**src/rtl/hdl_pkg.sv**
```systemverilog
// Shared definitions for the register / serializer data path.
//   WORD_W  : default word width, also used by the word-wide register
//   state_e : serializer state encoding
package hdl_pkg;

    localparam int unsigned WORD_W = 32;

    typedef enum logic {
        IDLE  = 1'b0,
        SHIFT = 1'b1
    } state_e;

endpackage : hdl_pkg

```
**src/rtl/bit_counter.sv**
```systemverilog
// Parameterized down-counter with synchronous load, count enable and zero flag.
//   clk      : clock
//   rst_n    : asynchronous active-low reset, clears the count
//   load     : load load_val at the next rising edge (has priority over en)
//   load_val : value to load
//   en       : decrement at the next rising edge
//   cnt      : current count (registered)
//   zero_c   : combinational flag, cnt == 0
module bit_counter #(
    parameter int unsigned W = 5
) (
    input  logic         clk,
    input  logic         rst_n,
    input  logic         load,
    input  logic [W-1:0] load_val,
    input  logic         en,
    output logic [W-1:0] cnt,
    output logic         zero_c
);

    // Count register; the owner never enables a decrement at zero.
    always_ff @(posedge clk or negedge rst_n) begin
        if (!rst_n) begin
            cnt <= '0;
        end else if (load) begin
            cnt <= load_val;
        end else if (en) begin
            cnt <= cnt - W'(1);
        end
    end

    assign zero_c = (cnt == '0);

endmodule : bit_counter

```
**src/rtl/serializer.sv**
```systemverilog
// Parallel-in, serial-out shifter: emits an N-bit word MSB first, one bit per
// clock, framed by valid/last, with consumer back-pressure via stall.
//   clk   : clock
//   rst_n : asynchronous active-low reset, drops any word in flight
//   in    : parallel word, sampled only when a load is accepted
//   load  : load request, honoured only while ready is high
//   stall : freezes the shifter while high (no effect in IDLE)
//   ready : word can be accepted at the next rising edge (combinational)
//   out   : current serial bit
//   valid : out carries a data bit
//   last  : out is bit 0 of the word (combinational)
module serializer
    import hdl_pkg::*;
#(
    parameter int unsigned N = WORD_W
) (
    input  logic         clk,
    input  logic         rst_n,
    input  logic [N-1:0] in,
    input  logic         load,
    input  logic         stall,
    output logic         ready,
    output logic         out,
    output logic         valid,
    output logic         last
);

    localparam int unsigned CW = $clog2(N);

    state_e          state_q;
    state_e          state_d;
    logic [N-1:0]    sr_q;
    logic [N-1:0]    sr_d;
    logic [CW-1:0]   cnt;
    logic            cnt_zero_c;
    logic            cnt_load_c;
    logic            cnt_en_c;

    // Bits remaining after the one currently on out.
    bit_counter #(
        .W (CW)
    ) u_bit_counter (
        .clk      (clk),
        .rst_n    (rst_n),
        .load     (cnt_load_c),
        .load_val (CW'(N - 1)),
        .en       (cnt_en_c),
        .cnt      (cnt),
        .zero_c   (cnt_zero_c)
    );

    // State and shift register.
    always_ff @(posedge clk or negedge rst_n) begin
        if (!rst_n) begin
            state_q <= IDLE;
            sr_q    <= '0;
        end else begin
            state_q <= state_d;
            sr_q    <= sr_d;
        end
    end

    // Next state and datapath control; stall in SHIFT holds everything.
    always_comb begin
        state_d    = state_q;
        sr_d       = sr_q;
        cnt_load_c = 1'b0;
        cnt_en_c   = 1'b0;
        case (state_q)
            IDLE: begin
                if (load) begin
                    state_d    = SHIFT;
                    sr_d       = in;
                    cnt_load_c = 1'b1;
                end
            end
            SHIFT: begin
                if (!stall) begin
                    if (!cnt_zero_c) begin
                        sr_d     = {sr_q[N-2:0], 1'b0};
                        cnt_en_c = 1'b1;
                    end else if (load) begin
                        // Back-to-back word: no gap in valid.
                        sr_d       = in;
                        cnt_load_c = 1'b1;
                    end else begin
                        state_d = IDLE;
                        sr_d    = '0;
                    end
                end
            end
            default: begin
                state_d = IDLE;
            end
        endcase
    end

    assign valid = (state_q == SHIFT);
    assign out   = sr_q[N-1];
    assign last  = valid & cnt_zero_c;
    // A stalled last bit cannot be retired, so no new word can enter.
    assign ready = (state_q == IDLE) | (last & ~stall);

endmodule : serializer

```
**config.mk**
```make
export PLATFORM = sky130hd
export DESIGN_NAME = serializer
export DESIGN_NICKNAME = d
export VERILOG_FILES = /design/src/rtl/hdl_pkg.sv /design/src/rtl/bit_counter.sv /design/src/rtl/serializer.sv
export SDC_FILE = /design/constraint.sdc
export NUM_CORES = 1
export LEC_CHECK = 0
export ABC_CLOCK_PERIOD_IN_PS = 2200
export CAP_MARGIN = 20
export CORE_UTILIZATION = 41
export DETAILED_ROUTE_END_ITERATION = 6
export PLACE_DENSITY = 0.64
export SETUP_SLACK_MARGIN = 0.15
export SLEW_MARGIN = 20
export SYNTH_ARGS = -nofsm -noshare
export SYNTH_HDL_FRONTEND = slang
export SYNTH_SLANG_ARGS = --single-unit
```
**constraint.sdc**
```tcl
create_clock -name clk -period 2.2 [get_ports clk]
set_input_delay 0.22 -clock clk [delete_from_list [all_inputs] [get_ports clk]]
set_output_delay 0.22 -clock clk [all_outputs]
set_load 0.02 [all_outputs]
```
# [Word level (Yosys, flattened, before mapping)]
# Cells that the tools add are included.
[totals] output_inout_bits=4 register_bits=38 elab_cells=31
[classes] add_sub_neg=1 bitwise_logic=5 n_mux=17 eq_ne=2 n_reduce_logical=3
[ops] cell="$mux W32" count=4
[ops] cell="$pmux W32 S2" count=1
[ops] cell="$mux W5" count=2
[ops] cell="$mux W1" count=8
[ops] cell="$logic_not A5 Y1" count=1
[ops] cell="$sub A5 B1 Y5 const B" count=1
[ops] cell="$ne A2 B2 Y1 const B" count=2
[ops] cell="$pmux W1 S2" count=2
[ops] cell="$and A1 B1 Y1" count=2
[ops] cell="$not A1 Y1" count=2
[ops] cell="$reduce_and A2 Y1" count=1
[ops] cell="$reduce_bool A2 Y1" count=1
[ops] cell="$or A1 B1 Y1" count=1

# [Longest topological paths before layout]
# Gate-level depths: netlist (run 1).
[logic_depth] ltp_word=6 mapped_depth=6 mapped_depth_nobuf=5

# [Hierarchy]
# A second synthesis (run 1) with hierarchy kept.
[unflattened] cells_unflattened=148 area_unflattened_um2=2018.2
[by_module_without_submodules] mod="serializer" cells_each=120 n_inst=1 area_each_um2=1730.4
[by_module_without_submodules] mod="bit_counter" cells_each=28 n_inst=1 area_each_um2=287.8

# [Least setup slack after synthesis (run 1)]
# No wires, ideal clock.
[synth_timing] kind="register to register" start="reg u_bit_counter.cnt[0]" end="reg state_q (netlist: valid)" path_buffers=0 stages_incl_launch_ff=6 setup_time_ns=0.149 arrival_time_ns=1.862 required_time_ns=2.051 synth_period_minus_slack_ns=2.011 path_slack_ns=0.189 cell_sequence="dfrtp_1 -> inv_1 -> ha_1 -> or4b_2 -> o21ai_0 -> nand2b_1"
[synth_between] elab_chain_len=4
[synth_rtl] item="start, declared" line="bit_counter.sv:17" rtl="output logic [W-1:0] cnt,"
[synth_rtl] item="start signal, assigned" line="bit_counter.sv:26" rtl="cnt <= load_val;"
[synth_rtl] item="start signal, assigned" line="bit_counter.sv:28" rtl="cnt <= cnt - W'(1);"
[synth_rtl] item="$logic_not A5 Y1" line="bit_counter.sv:32" rtl="assign zero_c = (cnt == '0);"
[synth_rtl] item="$mux W1" line="serializer.sv:79" rtl="if (!cnt_zero_c) begin"
[synth_rtl] item="$mux W1" line="serializer.sv:78" rtl="if (!stall) begin"
[synth_rtl] item="$pmux W1 S2" line="serializer.sv:69" rtl="case (state_q)"
[synth_rtl] item="named net state_d" line="serializer.sv:31" rtl="state_e state_d;"
[synth_rtl] item="end signal, assigned" line="serializer.sv:58" rtl="state_q <= state_d;"
[synth_rtl] item="end, declared" line="serializer.sv:30" rtl="state_e state_q;"
# The timed path passes the listed nets, and every way through them passes these cells.
# A chain may end at the register's enable or synchronous reset.

# [Worst setup path in the final report (run 1)]
[layout_timing] start="reg u_bit_counter.cnt[0]" end="reg sr_q[5]"
[layout_between] elab_chain_len=4
[layout_rtl] item="$logic_not A5 Y1" line="bit_counter.sv:32"
[layout_rtl] item="$mux W32" line="serializer.sv:79"
[layout_rtl] item="$mux W32" line="serializer.sv:78"
[layout_rtl] item="$pmux W32 S2" line="serializer.sv:69"
[layout_rtl] item="end signal, assigned" line="serializer.sv:59" rtl="sr_q <= sr_d;"
[layout_rtl] item="end, declared" line="serializer.sv:32" rtl="logic [N-1:0] sr_q;"
# Every way passes these cells. The select of a mux whose other input is x is not followed.

==> results of run 1 <==
report_power, final:
group	switching (W)	leakage, nW	internal (W)	total [W]
clock network	0.000228	0.0438	0.000213	0.000441
registers	0.000171	0.404	0.00100	0.00117
logic	0.000514	0.714	0.000609	0.00112
cell type report:
class	instances	share of cell area, %
Inverter	33	4.34
Timing Repair Buffer	58	21.3
Clock inverter	2	0.351
Tap cell	70	3.07
Clock buffer	5	2.41
Sequential cell	38	33.3
Multi-Input combinational cell	124	35.2
cells in the mapped netlist, types with 2 or more instances:
cell type / instances
o21ai_0: 7
inv_1: 33
buf_2: 8
a2111oi_0: 3
a2111oi_2: 27
nor2b_1: 3
clkbuf_1: 9
nor3_1: 62
buf_6: 3
nand3_1: 2
nand2b_1: 2
nor2_1: 2
dfrtp_1: 38
flip-flops by register name, summed over array words and instances, names as in the netlist:
signal	count
sr_q	32
u_bit_counter.cnt	5
valid	1
path summary, 6_finish.rpt:
path | slack (ns) | endpoint | start | cells after the start
max | 0.22 | sr_q[5] | u_bit_counter.cnt[0] | 9
min | 0.05 | sr_q[5] | rst_n | 1
max reg2reg | 0.22 | sr_q[5] | u_bit_counter.cnt[0] | 9
min reg2reg | 0.51 | sr_q[0] | sr_q[0] | 1
max in group asynchronous | 1.61 | sr_q[23] | rst_n | 1
min in group clk | 0.49 | sr_q[13] | in[13] | 3
layer usage:
metal | global-route usage (%) | up-vias
met1 | 24.1 | 847
li1 | - | 879
met4 | 5.03 | 0
met3 | 3.75 | 2
met5 | 0 | -
met2 | 31.1 | 40
cells by family (layout without fill, tap and decap cells):
logic type	Yosys count	in the layout	share of synthesized area, %
adder cells (fa/ha/maj)	1	1	0.574
flip-flops	38	38	43.7
AO/OA/AOI/OAI	44	44	24.0
AND/OR/NAND/NOR	79	79	20.9
buffers and inverters	54	98	11.0
critical path, cell delays in order, from the launching register on:
cell       delay (ns)
dfrtp_1          0.38
inv_1            0.07
ha_1             0.16
buf_4            0.13
or4b_4           0.46
buf_4            0.17
nor3_4           0.11
buf_6            0.15
clkbuf_16        0.17
a2111oi_2        0.06
per-stage QoR:
stage | cells | instance area (um2) | power (W) | util [%]
floorplan | 216 | 2180 | 0.00193 | -
global placement | 321 | 2730 | 0.00227 | 53.5
detailed placement | 321 | 2730 | 0.00229 | 53.5
CTS | 328 | 2800 | 0.00275 | 54.8
global route | 330 | 2850 | 0.00295 | 55.9
finish | 330 | 2850 | 0.00274 | 55.9
what timing repair did:
| action | CTS | global route |
|---|---|---|
| gates resized for setup | 10 | 7 |
| pin swaps | 0 | 2 |
| gates cloned | 0 | 1 |
| setup endpoints to repair | 3 | 31 |
| setup buffers | 0 | 1 |
==> results.cfg, run 1 <==
[timing]
finalMaxSlewViolations = 0
whs_ns = 0.0463
hold_viol_final = 0
tns_ns = 0
rsz0062_at_grt = true
max-slew-margin-rel_pct = 43.2
fin_ws_ns = 0.220
tightest_slew_ns = 0.852
fmax_ghz = 0.505
finClkSkew_ns = 0.00840
post-route-period-util_pct = 90.0
min_period_ns = 1.98
setup_viol = 0

[clock_network]
clk_latency_ns = 0.28
cts_tree = built
cts_made_buffers = 5
root_buffer = clkbuf_8
cts_hold_buf = 0
clk_path_buf_depth = 2
cts.clk_slew.worst_paths_ns = 0.07
h-tree-depth = 2
cts_sinks = 38

[detailed_routing]
post_drt_via_cell_ratio = 5.36
dr.pass1.iters = 4
drt-initial-drc-count = 127
post_drt_wl_per_cell_um = 14.5
routed-wl-met3_um = 183
ant_nets = 0
routed.top_layer = met4
routed_wl_um = 4790
wl_met2_um = 2270
vias = 1768
drc = 0
drt-met1-wl_um = 2310

[run_status]
outcome = complete, no violations

[run]
drv_cap = 0

[placed_design]
gp_congestion = 0.835
pre_cts_slack_ns = -0.150
io_buffers = 39
hpwl_um = 2960

[finish]
final_common_cell = nor3_1
nets = 297
fill_cells = 457
n_antenna_cell = 0
multi_input_area_mm2 = 0.00100
seqCellArea_um2 = 951
area_growth_pct = 31.0
layout_common_cells = nor3_1, dfrtp_1, clkdlybuf4s50_1, inv_1, a2111oi_2
final_layout_size_suffix_gt1_share_pct = 24.2

[grt]
grt_use_total_pct = 18.4
grt_pass1_wl_um = 7850
antenna_found_initial = 0
grt_pass1_vias = 1725
grt_max_degree = 39
overflow = 0

[yosys]
synth_edf_count = 0
syn_avg_cell_area_um2 = 10.1
netlist_area_mm2 = 0.00218
post_synth_num_cell_types = 30
synth-async-reset-ratio_pct = 100
yosysTopAreaCell = dfrtp_1
ys_ff_latch = 38
yosysSeqAreaShare_pct = 43.7
synth_cells = 216
synth_top_area_share_pct = 43.7
syn_nets = 253
synth_ff_type = dfrtp_1
ys.warnings.count = 0
synth_area_leaders = dfrtp_1, a2111oi_2, nor3_1

[pwr]
peakVddDrop_mv = 0.510
power_density_mw_per_mm2 = 959
p_leak_nw = 1.16

[floorplan]
die_h_um = 74.9
die_area_mm2 = 0.00561
core_area_mm2 = 0.00511
start_util_pct = 42.7
io_pins = 40
die-width_um = 74.9
row_count = 26

[setup_path]
cp_data_arrival_time_ns = 2.14
crit_path_start_kind = flop
end_kind = flop
required_ns = 2.36
critPathKind = reg -> reg
crit_fanout = 11

[worst_hold_path]
hp-class = in -> async
Note: power is estimated with default switching activity, not from simulation.
==> inputs of run 2 (changes only) <==
--- a/config.mk
+++ b/config.mk
@@ -5,7 +5,6 @@
 export SDC_FILE = /design/constraint.sdc
 export NUM_CORES = 1
 export LEC_CHECK = 0
-export ABC_CLOCK_PERIOD_IN_PS = 2200
 export CAP_MARGIN = 20
 export CORE_UTILIZATION = 41
 export DETAILED_ROUTE_END_ITERATION = 6
==> constraint.sdc (replaced) <==
create_clock -name clk -period 2.2 [get_ports clk]
set_input_delay 0.33 -clock clk [delete_from_list [all_inputs] [get_ports clk]]
set_output_delay 0.33 -clock clk [all_outputs]
set_load 0.02 [all_outputs]
==> run 2 against run 1 <==
Compared with the run above:
- first-iteration DRC count is 1.6% higher
- global-route usage rose by 1.0 points
- clock skew fell by 0.0020 ns
- maximum frequency fell by 2.4%
- combinational power rose by 8%
- register-to-register slack got worse by 0.04 ns
- utilization is 1.7 points higher
- via count grew 3.1%
- critical path type is now reg -> out
==> results.cfg, run 2 (synthesized netlist as in run 1, its figures left out) <==
[run_status]
outcome = complete, no violations

[setup_path]
critical_path.startpoint = u_bit_counter.cnt[0]
crit_chain = inv_2, ha_4, buf_6, or4b_4, nor2_1, buf_4
slowest_delay_ns = 0.46
crit_path_start_kind = flop
crit_fanout = 4
required_ns = 1.87
rr_worst_depth = 9
slowest_stage = or4b_4
r2r_start = u_bit_counter.cnt[0]
cp_data_arrival_time_ns = 1.70
end_kind = primary output
critPathKind = reg -> out

[pwr]
finalPower_w = 0.00285
power_density_mw_per_mm2 = 970
p_leak_nw = 1.21
peakVddDrop_mv = 0.741

[run]
drv_cap = 0

[floorplan]
die-width_um = 74.9
die_h_um = 74.9
row_count = 26
core_area_mm2 = 0.00511
io_pins = 40
start_util_pct = 42.7
die_area_mm2 = 0.00561

[grt]
grt_max_degree = 39
overflow = 0
grt_pass1_vias = 1740
antenna_found_initial = 0
grt_pass1_wl_um = 8220
grt_use_total_pct = 19.4

[detailed_routing]
vias = 1823
drc = 0
dr.pass1.iters = 4
drt-initial-drc-count = 129
routed_wl_um = 5040
ant_nets = 0
post_drt_wl_per_cell_um = 14.8
post_drt_via_cell_ratio = 5.36

[clock_network]
cts_hold_buf = 0
h-tree-depth = 2
cts.clk_slew.worst_paths_ns = 0.07
clk_latency_ns = 0.29
cts_made_buffers = 5
cts_tree = built
clk_path_buf_depth = 2
cts_sinks = 38
root_buffer = clkbuf_8

[timing]
min_period_ns = 2.03
max-slew-margin-rel_pct = 67.6
finalMaxSlewViolations = 0
rsz0062_at_grt = true
hold_viol_final = 0
tightest_slew_ns = 0.486
setup_viol = 0
fmax_ghz = 0.493
post-route-period-util_pct = 92.2
finClkSkew_ns = 0.00643
tns_ns = 0

[finish]
regMostFlops = sr_q
n_antenna_cell = 0
largest_register_ffs = 32
area_growth_pct = 34.9
final_common_cell = nor3_1
layout_common_cells = nor3_1, dfrtp_1, clkdlybuf4s50_1, inv_1, a2111oi_2
fin_area_mm2 = 0.00294
nets = 308
fin_cells = 340
final_layout_size_suffix_gt1_share_pct = 28.1
fill_cells = 460

[placed_design]
io_buffers = 39
post-place-cells = 328
placed_area_mm2 = 0.00275
gp_congestion = 0.880
hpwl_um = 3240

[worst_hold_path]
hp-class = in -> async
run 2: repair_timing:
action                                  in CTS  in global routing
buffers inserted                             1                  3
pin swaps                                    2                  1
endpoints found under the setup margin      16                 25
resized for setup                           17                 10
cloned                                       0                  2
run 2: metrics by stage:
step | hold slack [ns] | worst slack [ns] | utilization (%)
global route | 0.132 | 0.121 | 57.5
CTS | 0.102 | 0.162 | 55.9
finish | 0.0867 | 0.171 | 57.5
detailed placement | 0.416 | -0.405 | 53.8
floorplan | 0.0344 | 0.272 | -
global placement | 0.416 | -0.365 | 53.8
run 2: worst paths after layout:
check / endpoint / slack, ns
min reg2reg: sr_q[27] / 0.52
max: last / 0.17
max reg2reg: sr_q[7] / 0.18
max in group asynchronous: u_bit_counter.cnt[1] / 1.77
min in group clk: sr_q[27] / 0.52
min: sr_q[1] / 0.09
run 2: where the power goes:
group	switching, W	internal [W]
clock network	0.000236	0.000242
registers	0.000162	0.00100
logic	0.000545	0.000666
total	0.000943	0.00191
run 2: cell type report:
class	count	area, um2	share of cell area (%)
clock buffers	6	82.6	2.81
inverters	33	124	4.21
multi-input cells	124	1010	34.5
flip-flops and latches	38	951	32.4
well taps	70	87.6	2.98
repair buffers	69	679	23.1
run 2: per-layer routing:
metal / track usage, % / vias up / wire, um
met2: 30.1 / 34 / 2300
met4: 7.13 / 0 / 58
met5: 0 / - / 0
met1: 26.9 / 887 / 2500
met3: 4.15 / 5 / 181
li1: - / 897 / -
run 2: worst max-delay path, delay by kind of cell, from the launching register on:
family        cells  cell delay, ns
fa+ha+maj         1            0.13
flops             1            0.39
buf+inv           3            0.31
simple gates      2            0.58
==> inputs of run 3 (changes only) <==
--- a/config.mk
+++ b/config.mk
@@ -6,11 +6,13 @@
 export NUM_CORES = 1
 export LEC_CHECK = 0
 export CAP_MARGIN = 20
+export CORE_MARGIN = 2
 export CORE_UTILIZATION = 41
 export DETAILED_ROUTE_END_ITERATION = 6
-export PLACE_DENSITY = 0.64
+export PLACE_DENSITY = 0.65
 export SETUP_SLACK_MARGIN = 0.15
 export SLEW_MARGIN = 20
 export SYNTH_ARGS = -nofsm -noshare
 export SYNTH_HDL_FRONTEND = slang
+export SYNTH_HIERARCHICAL = 1
 export SYNTH_SLANG_ARGS = --single-unit
==> constraint.sdc (replaced) <==
create_clock -name clk -period 2.05 [get_ports clk]
set_input_delay 0.3075 -clock clk [delete_from_list [all_inputs] [get_ports clk]]
set_output_delay 0.3075 -clock clk [all_outputs]
set_load 0.02 [all_outputs]
==> run 3 against run 2 <==
Compared with the run above:
- synthesized area is 7.4% lower
- critical path depth is 2 higher
- cell area is 7.4% lower
- sequential power is 6% higher
- utilization hardly changed
- largest cell class unchanged
==> results.cfg, run 3 <==
[floorplan]
die-width_um = 74.2
die_area_mm2 = 0.00550
row_count = 25
io_pins = 40
start_util_pct = 42.7
die_h_um = 74.2
core_area_mm2 = 0.00472

[clock_network]
clk_path_buf_depth = 2
clk_latency_ns = 0.29
cts_sinks = 38
root_buffer = clkbuf_8
cts_tree = built
h-tree-depth = 2
cts_made_buffers = 5
cts.clk_slew.worst_paths_ns = 0.08

[yosys]
synth-async-reset-ratio_pct = 100
post-synth-top-count-cell = dfrtp_1
syn_avg_cell_area_um2 = 13.6
yosys-top-cells-count = dfrtp_1, a22o_1, mux2_4
post_synth_num_cell_types = 28
ys_ff_latch = 38
netlist_area_mm2 = 0.00202
yosysSeqAreaShare_pct = 47.1
synth_cells = 148
yosysTopAreaCell = dfrtp_1
synth_ff_type = dfrtp_1
synth_top_area_share_pct = 47.1
synth_area_leaders = dfrtp_1, mux2_4, a22o_1
synth_edf_count = 0
ys.warnings.count = 6

[grt]
grt_use_total_pct = 16.2
overflow = 0
antenna_found_initial = 0
grt_pass1_wl_um = 6760
grt_max_degree = 39
grt_pass1_vias = 1404

[detailed_routing]
post_drt_wl_per_cell_um = 14.7
vias = 1329
wl_met2_um = 1900
drt-met1-wl_um = 1810
drt-initial-drc-count = 78
routed.top_layer = met4
post_drt_via_cell_ratio = 4.96
routed_wl_um = 3930
routed-wl-met3_um = 174
drc = 0
ant_nets = 0
dr.pass1.iters = 4

[timing]
post-route-period-util_pct = 91.2
finalMaxSlewViolations = 0
hold_viol_final = 0
max-slew-margin-rel_pct = 44.5
rsz0062_at_grt = true
min_period_ns = 1.87
finClkSkew_ns = 0.00824
setup_viol = 0
tns_ns = 0
tightest_slew_ns = 0.832
fmax_ghz = 0.535

[pwr]
seqPwrFrac_pct = 36.2
power_frac_clock_pct = 23.0
swShare_pct = 27.6
peakVddDrop_mv = 0.509
finalPower_w = 0.00341
internal_power_w = 0.00247
p_leak_nw = 1.31
power_density_mw_per_mm2 = 1250
p_comb_share_pct = 40.8
power_switching_w = 0.000942

[finish]
fin_cells = 268
fin_area_mm2 = 0.00272
n_antenna_cell = 0
largest_register_ffs = 32
nets = 237
layout_common_cells = dfrtp_1, clkdlybuf4s50_1, a22o_1, mux2_4, buf_4
area_growth_pct = 34.8
final_common_cell = dfrtp_1
regMostFlops = sr_q
final_layout_size_suffix_gt1_share_pct = 34.3

[setup_path]
crit_fanout = 20
cp_data_arrival_time_ns = 2.04
crit_path_start_kind = flop
critPathKind = reg -> reg
end_kind = flop
required_ns = 2.22

[placed_design]
gp_congestion = 0.707
io_buffers = 39
placed_area_mm2 = 0.00254
hpwl_um = 2660
post-place-cells = 258

[worst_hold_path]
hp-class = in -> async

[run]
drv_cap = 0

[run_status]
outcome = complete, no violations
run 3: final timing paths:
check | start | endpoint | slack [ns] | depth (start not counted)
worst min-delay path | rst_n | sr_q[25] | 0.11 | 1
max in group asynchronous | rst_n | sr_q[12] | 1.41 | 1
worst min register to register | sr_q[7] | sr_q[7] | 0.51 | 1
worst max register to register | u_bit_counter/cnt[1] | sr_q[7] | 0.18 | 8
worst max-delay path | u_bit_counter/cnt[1] | sr_q[7] | 0.18 | 8
min in group clk | sr_q[7] | sr_q[7] | 0.51 | 1
run 3: layout make-up:
| type | instances | area [um2] |
|---|---|---|
| fill | 380 | 2000 |
| sequential | 38 | 951 |
| inverter | 4 | 15.0 |
| clock buffer | 6 | 82.6 |
| multi-input combinational | 98 | 1020 |
| tap | 67 | 83.8 |
| clock inverter | 2 | 60.1 |
| timing repair buffer | 53 | 507 |
run 3: power by group through the flow:
stage | logic [W] | registers [W] | clock network (W)
final | 0.00139 | 0.00123 | 0.000783
after global routing | 0.00152 | 0.00127 | 0.000843
after CTS | 0.00138 | 0.00124 | 0.000803
after detailed placement | 0.00135 | 0.00125 | 0
after global placement | 0.00131 | 0.00123 | 0
after floorplan | 0.00102 | 0.00123 | 0
run 3: stage by stage:
step / worst slack (ns) / util, % / hold slack [ns]
after global placement: 0.0142 / 53.9 / 0.450
after detailed placement: 0.00345 / 53.9 / 0.463
after CTS: 0.131 / 57.0 / 0.147
after global routing: 0.0864 / 57.6 / 0.193
final: 0.180 / 57.6 / 0.114
after floorplan: 0.0456 / - / 0.0119
run 3: cells by family (layout without fill, tap and decap cells):
family | Yosys count | after routing | share of synthesized area (%)
other | 1 | 5 | 0.186
AND/OR/NAND/NOR | 16 | 16 | 5.33
XOR/XNOR | 4 | 4 | 1.74
buffers and inverters | 16 | 65 | 5.46
multiplexers | 33 | 33 | 23.6
flip-flops | 38 | 38 | 47.1
adder cells (fa/ha/maj) | 1 | 1 | 0.620
AO/OA/AOI/OAI | 39 | 39 | 16.0
run 3: critical path: stages, from the launching register on:
cell and delay, ns:
dfrtp_1 0.36, inv_1 0.05, ha_2 0.17, nor4b_4 0.13
buf_4 0.15, a21bo_1 0.21, buf_6 0.18, a22o_2 0.26
mux2_2 0.26
run 3: routing by layer:
layer	up-vias	track usage (%)
met2	30	25.2
li1	641	-
met4	0	4.85
met3	4	4.20
met1	654	22.4
met5	-	0
run 3: what timing repair did:
item / 4_1_cts / 5_1_grt
gates resized for setup: 13 / 6
setup buffers: 0 / 2
setup endpoints to repair: 5 / 37
hold buffers: 0 / 0
pin swaps: 2 / 1
